[src/rtl/nibble_serial_adder.sv]
// Serial W-bit adder/subtractor, one 4-bit slice per clock LSB first; done pulses NIBBLES cycles after start.
// No backpressure: start is honoured only in IDLE and dropped while busy; results hold until the next completion.
module nibble_serial_adder #(
    parameter int NIBBLES = 4
) (
    input  logic                   clk,
    input  logic                   rst,
    input  logic                   start,
    input  logic                   Sub,
    input  logic [4*NIBBLES-1:0]   A,
    input  logic [4*NIBBLES-1:0]   B,
    input  logic                   Cin,
    output logic                   busy,
    output logic                   done,
    output logic [4*NIBBLES-1:0]   Sum,
    output logic                   Cout,
    output logic                   Ovf
);
    localparam int W  = 4 * NIBBLES;
    localparam int CW = (NIBBLES > 1) ? $clog2(NIBBLES) : 1;

    typedef enum logic [1:0] {S_IDLE, S_RUN, S_DONE} state_t;

    state_t          r_state;
    state_t          w_state_nxt;
    logic [W-1:0]    r_a;
    logic [W-1:0]    r_b;
    logic [W-1:0]    r_work;
    logic [W-1:0]    r_sum;
    logic [CW-1:0]   r_cnt;
    logic            r_carry;
    logic            r_cout;
    logic            r_ovf;

    logic [4:0]      w_slice;
    logic [3:0]      w_lo;
    logic            w_c3;
    logic            w_last;
    logic [W+3:0]    w_work_cat;
    logic [W+3:0]    w_a_cat;
    logic [W+3:0]    w_b_cat;

    // Slice adder; the carry into bit 3 is kept for the overflow flag on the top slice.
    assign w_slice    = {1'b0, r_a[3:0]} + {1'b0, r_b[3:0]} + {4'b0, r_carry};
    assign w_lo       = {1'b0, r_a[2:0]} + {1'b0, r_b[2:0]} + {3'b0, r_carry};
    assign w_c3       = w_lo[3];
    assign w_last     = (r_cnt == CW'(NIBBLES - 1));
    assign w_work_cat = {w_slice[3:0], r_work};
    assign w_a_cat    = {4'b0, r_a};
    assign w_b_cat    = {4'b0, r_b};

    always_ff @(posedge clk) begin
        if (rst) begin
            r_state <= S_IDLE;
        end else begin
            r_state <= w_state_nxt;
        end
    end

    always_comb begin
        w_state_nxt = r_state;
        case (r_state)
            S_IDLE:  if (start) w_state_nxt = S_RUN;
            S_RUN:   if (w_last) w_state_nxt = S_DONE;
            S_DONE:  w_state_nxt = S_IDLE;
            default: w_state_nxt = S_IDLE;
        endcase
    end

    always_comb begin
        busy = 1'b0;
        done = 1'b0;
        case (r_state)
            S_RUN:   busy = 1'b1;
            S_DONE:  begin
                busy = 1'b1;
                done = 1'b1;
            end
            default: ;
        endcase
    end

    // Operands shift right so the active slice is always bits [3:0].
    always_ff @(posedge clk) begin
        if (rst) begin
            r_a     <= '0;
            r_b     <= '0;
            r_work  <= '0;
            r_sum   <= '0;
            r_cnt   <= '0;
            r_carry <= 1'b0;
            r_cout  <= 1'b0;
            r_ovf   <= 1'b0;
        end else begin
            case (r_state)
                S_IDLE: begin
                    if (start) begin
                        r_a     <= A;
                        r_b     <= Sub ? ~B : B;
                        r_carry <= Sub ? 1'b1 : Cin;
                        r_cnt   <= '0;
                    end
                end
                S_RUN: begin
                    r_a     <= w_a_cat[W+3:4];
                    r_b     <= w_b_cat[W+3:4];
                    r_work  <= w_work_cat[W+3:4];
                    r_carry <= w_slice[4];
                    r_cnt   <= r_cnt + CW'(1);
                    if (w_last) begin
                        r_sum  <= w_work_cat[W+3:4];
                        r_cout <= w_slice[4];
                        r_ovf  <= w_c3 ^ w_slice[4];
                    end
                end
                default: ;
            endcase
        end
    end

    assign Sum  = r_sum;
    assign Cout = r_cout;
    assign Ovf  = r_ovf;

endmodule

[config.mk]
export PLATFORM = sky130hd
export DESIGN_NAME = nibble_serial_adder
export DESIGN_NICKNAME = d
export VERILOG_FILES = /design/src/rtl/nibble_serial_adder.sv
export SDC_FILE = /design/constraint.sdc
export NUM_CORES = 1
export LEC_CHECK = 0
export BUFFER_PORTS_ARGS = -buffer_cell sky130_fd_sc_hd__buf_4
export CORE_ASPECT_RATIO = 1.75
export CORE_UTILIZATION = 55
export DETAILED_ROUTE_END_ITERATION = 6
export HOLD_SLACK_MARGIN = 0.1
export PLACE_DENSITY = 0.78
export SYNTH_ARGS = -nofsm -noshare
export SYNTH_HDL_FRONTEND = slang
export SYNTH_SLANG_ARGS = --single-unit
[constraint.sdc]
create_clock -name clk -period 1.9 [get_ports clk]
set_input_delay 0.38 -clock clk [delete_from_list [all_inputs] [get_ports clk]]
set_output_delay 0.38 -clock clk [all_outputs]
set_load 0.01 [all_outputs]
==> results_dict.tcl <==
set metrics [dict create \
    antenna_found_initial 0 \
    ant_nets 0 \
    core-area_mm2 0.00583 \
    yosysSeqAreaShare_pct 40.4 \
    detailedRoute.firstPassIterationCount 6 \
    clkTransAtPathRegs_ns 0.07 \
    synth_flop_cell "sky130_fd_sc_hd__dfxtp_1" \
    cts_max_level 3 \
    drt-total-wl_um 7310 \
    final_max_slew_viol_count 0 \
    net_count_of_the_mapped_netlist 413 \
    antenna-diode-count 0 \
    final.setup.worst_slack_ns 0.152 \
    r2r_slack_ns 0.15 \
    p_per_area_mw_per_mm2 866 \
    critical_path_peak_fanout 3 \
    dieHeight_um 105 \
    report.final.setup_viol 0 \
    holdCritPathClass "input pin to flop" \
    detailed_place.area_mm2 0.00377 \
    cts_root_buffer "sky130_fd_sc_hd__clkbuf_8" \
    initial_core_util_pct 56.9 \
    finalWorstPathRequiredPeriod_ns 1.75 \
    area_growth_pct 19.9 \
    vdd_drop_max_uv 748 \
    area_of_the_die_mm2 0.00636 \
    grt_first_pass_wirelength_um 12100 \
    worstSetupStartpointType "flop" \
    dp.final_hpwl_um 5090 \
    drt-vias-per-instance 5.62 \
    synth_cells 367 \
    drv.max_cap_violation_count 0 \
    cp-end-kind "flop" \
    netlist_top_cells_area "sky130_fd_sc_hd__dfxtp_1 40%, sky130_fd_sc_hd__a21oi_1 6.5%, sky130_fd_sc_hd__mux2_2 5.8%" \
    post_synth_instance_area_mm2 0.00332 \
    syn-mean-instance-area_um2 9.04 \
    final_nets 460 \
    cell_taking_the_most_area_after_synthesis "sky130_fd_sc_hd__dfxtp_1" \
    drtIter0Drc 179 \
    gr-total-overflow 0 \
    top_post_synthesis_cells_by_count "67 x sky130_fd_sc_hd__dfxtp_1, 43 x sky130_fd_sc_hd__a21oi_1, 42 x sky130_fd_sc_hd__nand2_1" \
    crit_arrival_ns 1.98 \
    whs_path_depth 3 \
    clock_buffers_created_by_tritoncts 9 \
    reg2regPathDepth 7 \
    place.gp.congestion 0.855 \
    cts.hold.buffers_added 0 \
    max_slew_margin_pct 69.0 \
    status "finished clean" \
    final_cell_area_mm2 0.00398 \
    detailroute.via_count 2791 \
    worst-slew-pin-transition_ns 0.465 \
    cts.path.max_buffers 2 \
    criticalPathCategory "flop to flop" \
    routedWlPerCell_um 14.7 \
    grt_pass1_vias 2717 \
    nFillCells 525 \
    grt_start_max_net_pins 55 \
    finalCritPeriodShare_pct 92.0 \
    hold_slack_ns 0.282 \
    io_pins 57 \
    post-place-ws_ns 0.0883 \
    synthDistinctLibCells 39 \
    area_fraction_of_the_dominant_cell_type_after_synthesis_pct 40.4 \
    fmax_mhz 572 \
    drcViolationCount 0 \
    synth_warnings 0 \
    width_of_the_die_um 60.7 \
    layout-drive-gt1-share_pct 26.3 \
    top_count_cell_post_synth "sky130_fd_sc_hd__dfxtp_1" \
    post-cts-setup-buffer-count 0 \
    tritoncts "yes" \
    async_set_or_reset_flop_fraction_in_the_synthesized_netlist_pct 0 \
    dpl.cell_count 481 \
    std_cell_rows 37 \
    final-instance-count-excl-fill 497 \
    numClockSinks 67 \
    number_of_storage_elements_in_the_synthesis_netlist 67 \
    crit_required_ns 2.13 \
    synth-edff-count 0 \
    place.port_buffers 56 \
    final_hold_viol_count 0 \
    finalSetupTns_ns 0 \
    post_cts.resized_instances 0 \
    leakage_uw 0.00157 \
    worstSkewPairLatency_ns 0.35 \
    clock-skew-final_ns 0.00743 \
    grt_use_total_pct 25.4 \
]
==> path summary, 6_finish.rpt <==
| check | from | to |
|---|---|---|
| min | A[13] | r_a[13]$_SDFFE_PP0P_ |
| max reg2reg | r_a[0]$_SDFFE_PP0P_ | Ovf$_SDFFE_PP0P_ |
| max | r_a[0]$_SDFFE_PP0P_ | Ovf$_SDFFE_PP0P_ |
| min reg2reg | r_work[7]$_SDFFE_PP0P_ | Sum[3]$_SDFFE_PP0P_ |
==> kinds of logic after synthesis <==
| logic type | Yosys count | share of synthesized area, % |
|---|---|---|
| buffers and inverters | 40 | 6.64 |
| muxes | 29 | 9.54 |
| adders and majority gates | 9 | 3.85 |
| xor gates and xnor gates | 20 | 5.28 |
| and+or+nand+nor | 99 | 13.0 |
| DFF | 67 | 40.4 |
| AOI/OAI and AO/OA | 103 | 21.3 |
==> metrics by stage <==
stage          power (uW)  util, %
6_report             3450     68.2
3_5_place_dp         2290     64.7
3_3_place_gp         2270     64.7
4_1_cts              3460     68.0
2_1_floorplan        2100        -
5_1_grt              3620     68.2
==> placed cells by master (no fill, tap or decap), types with 2 or more instances in the layout <==
master and count:
sky130_fd_sc_hd__a2111oi_2 4, sky130_fd_sc_hd__o22ai_1 15, sky130_fd_sc_hd__nor3_1 7, sky130_fd_sc_hd__nor2_1 34
sky130_fd_sc_hd__fa_1 2, sky130_fd_sc_hd__o21ai_0 5, sky130_fd_sc_hd__a22oi_1 4, sky130_fd_sc_hd__xor2_1 12
sky130_fd_sc_hd__mux2i_1 11, sky130_fd_sc_hd__a222oi_1 10, sky130_fd_sc_hd__nand2b_1 4, sky130_fd_sc_hd__a21oi_1 42
sky130_fd_sc_hd__o221ai_1 10, sky130_fd_sc_hd__a2111oi_1 2, sky130_fd_sc_hd__and2_1 3, sky130_fd_sc_hd__ha_1 6
sky130_fd_sc_hd__dfxtp_1 67, sky130_fd_sc_hd__mux2_2 17, sky130_fd_sc_hd__clkbuf_8 10, sky130_fd_sc_hd__xnor2_1 8
sky130_fd_sc_hd__buf_12 3, sky130_fd_sc_hd__buf_4 64, sky130_fd_sc_hd__inv_1 8, sky130_fd_sc_hd__a211oi_1 6
sky130_fd_sc_hd__clkinv_2 3, sky130_fd_sc_hd__nor2b_1 3, sky130_fd_sc_hd__nand2_1 42
==> report_power, final <==
part	total, uW	internal (uW)	switching, uW	leakage, uW
combinational	688	334	353	0.000920
clock	1170	635	533	0.0000991
sequential	1590	1500	90.8	0.000547
==> per-layer routing <==
| layer | track usage [%] | routed length [um] |
|---|---|---|
| met1 | 27.8 | 2820 |
| met2 | 43.7 | 4070 |
| met4 | 10.7 | 132 |
| met5 | 0 | 0 |
| met3 | 7.43 | 285 |
==> cell type report <==
type                            instances  area (um^2)  area share, %
Clock inverter                          5         52.6           1.32
Sequential cell                        67         1340           33.7
Multi-Input combinational cell        260         1770           44.5
Tap cell                               78         97.6           2.45
Timing Repair Buffer                   67          541           13.6
Clock buffer                           11          141           3.55
Inverter                                9         33.8          0.849
==> worst max-delay path, stage by stage (launching register included) <==
cell and delay [ns]:
sky130_fd_sc_hd__dfxtp_1 0.40, sky130_fd_sc_hd__fa_1 0.21, sky130_fd_sc_hd__inv_1 0.05, sky130_fd_sc_hd__fa_1 0.39
sky130_fd_sc_hd__nand2b_1 0.17, sky130_fd_sc_hd__a21oi_2 0.19, sky130_fd_sc_hd__xor2_1 0.16, sky130_fd_sc_hd__a21oi_1 0.08
==> registers in the layout (all words and copies together) (netlist names) <==
signal and cells:
Sum 16, r_a 16, r_b 16, r_work 12, r_cnt 2, r_state 2, Cout 1, Ovf 1
r_carry 1
No activity file was read; power rests on OpenSTA's default activity.
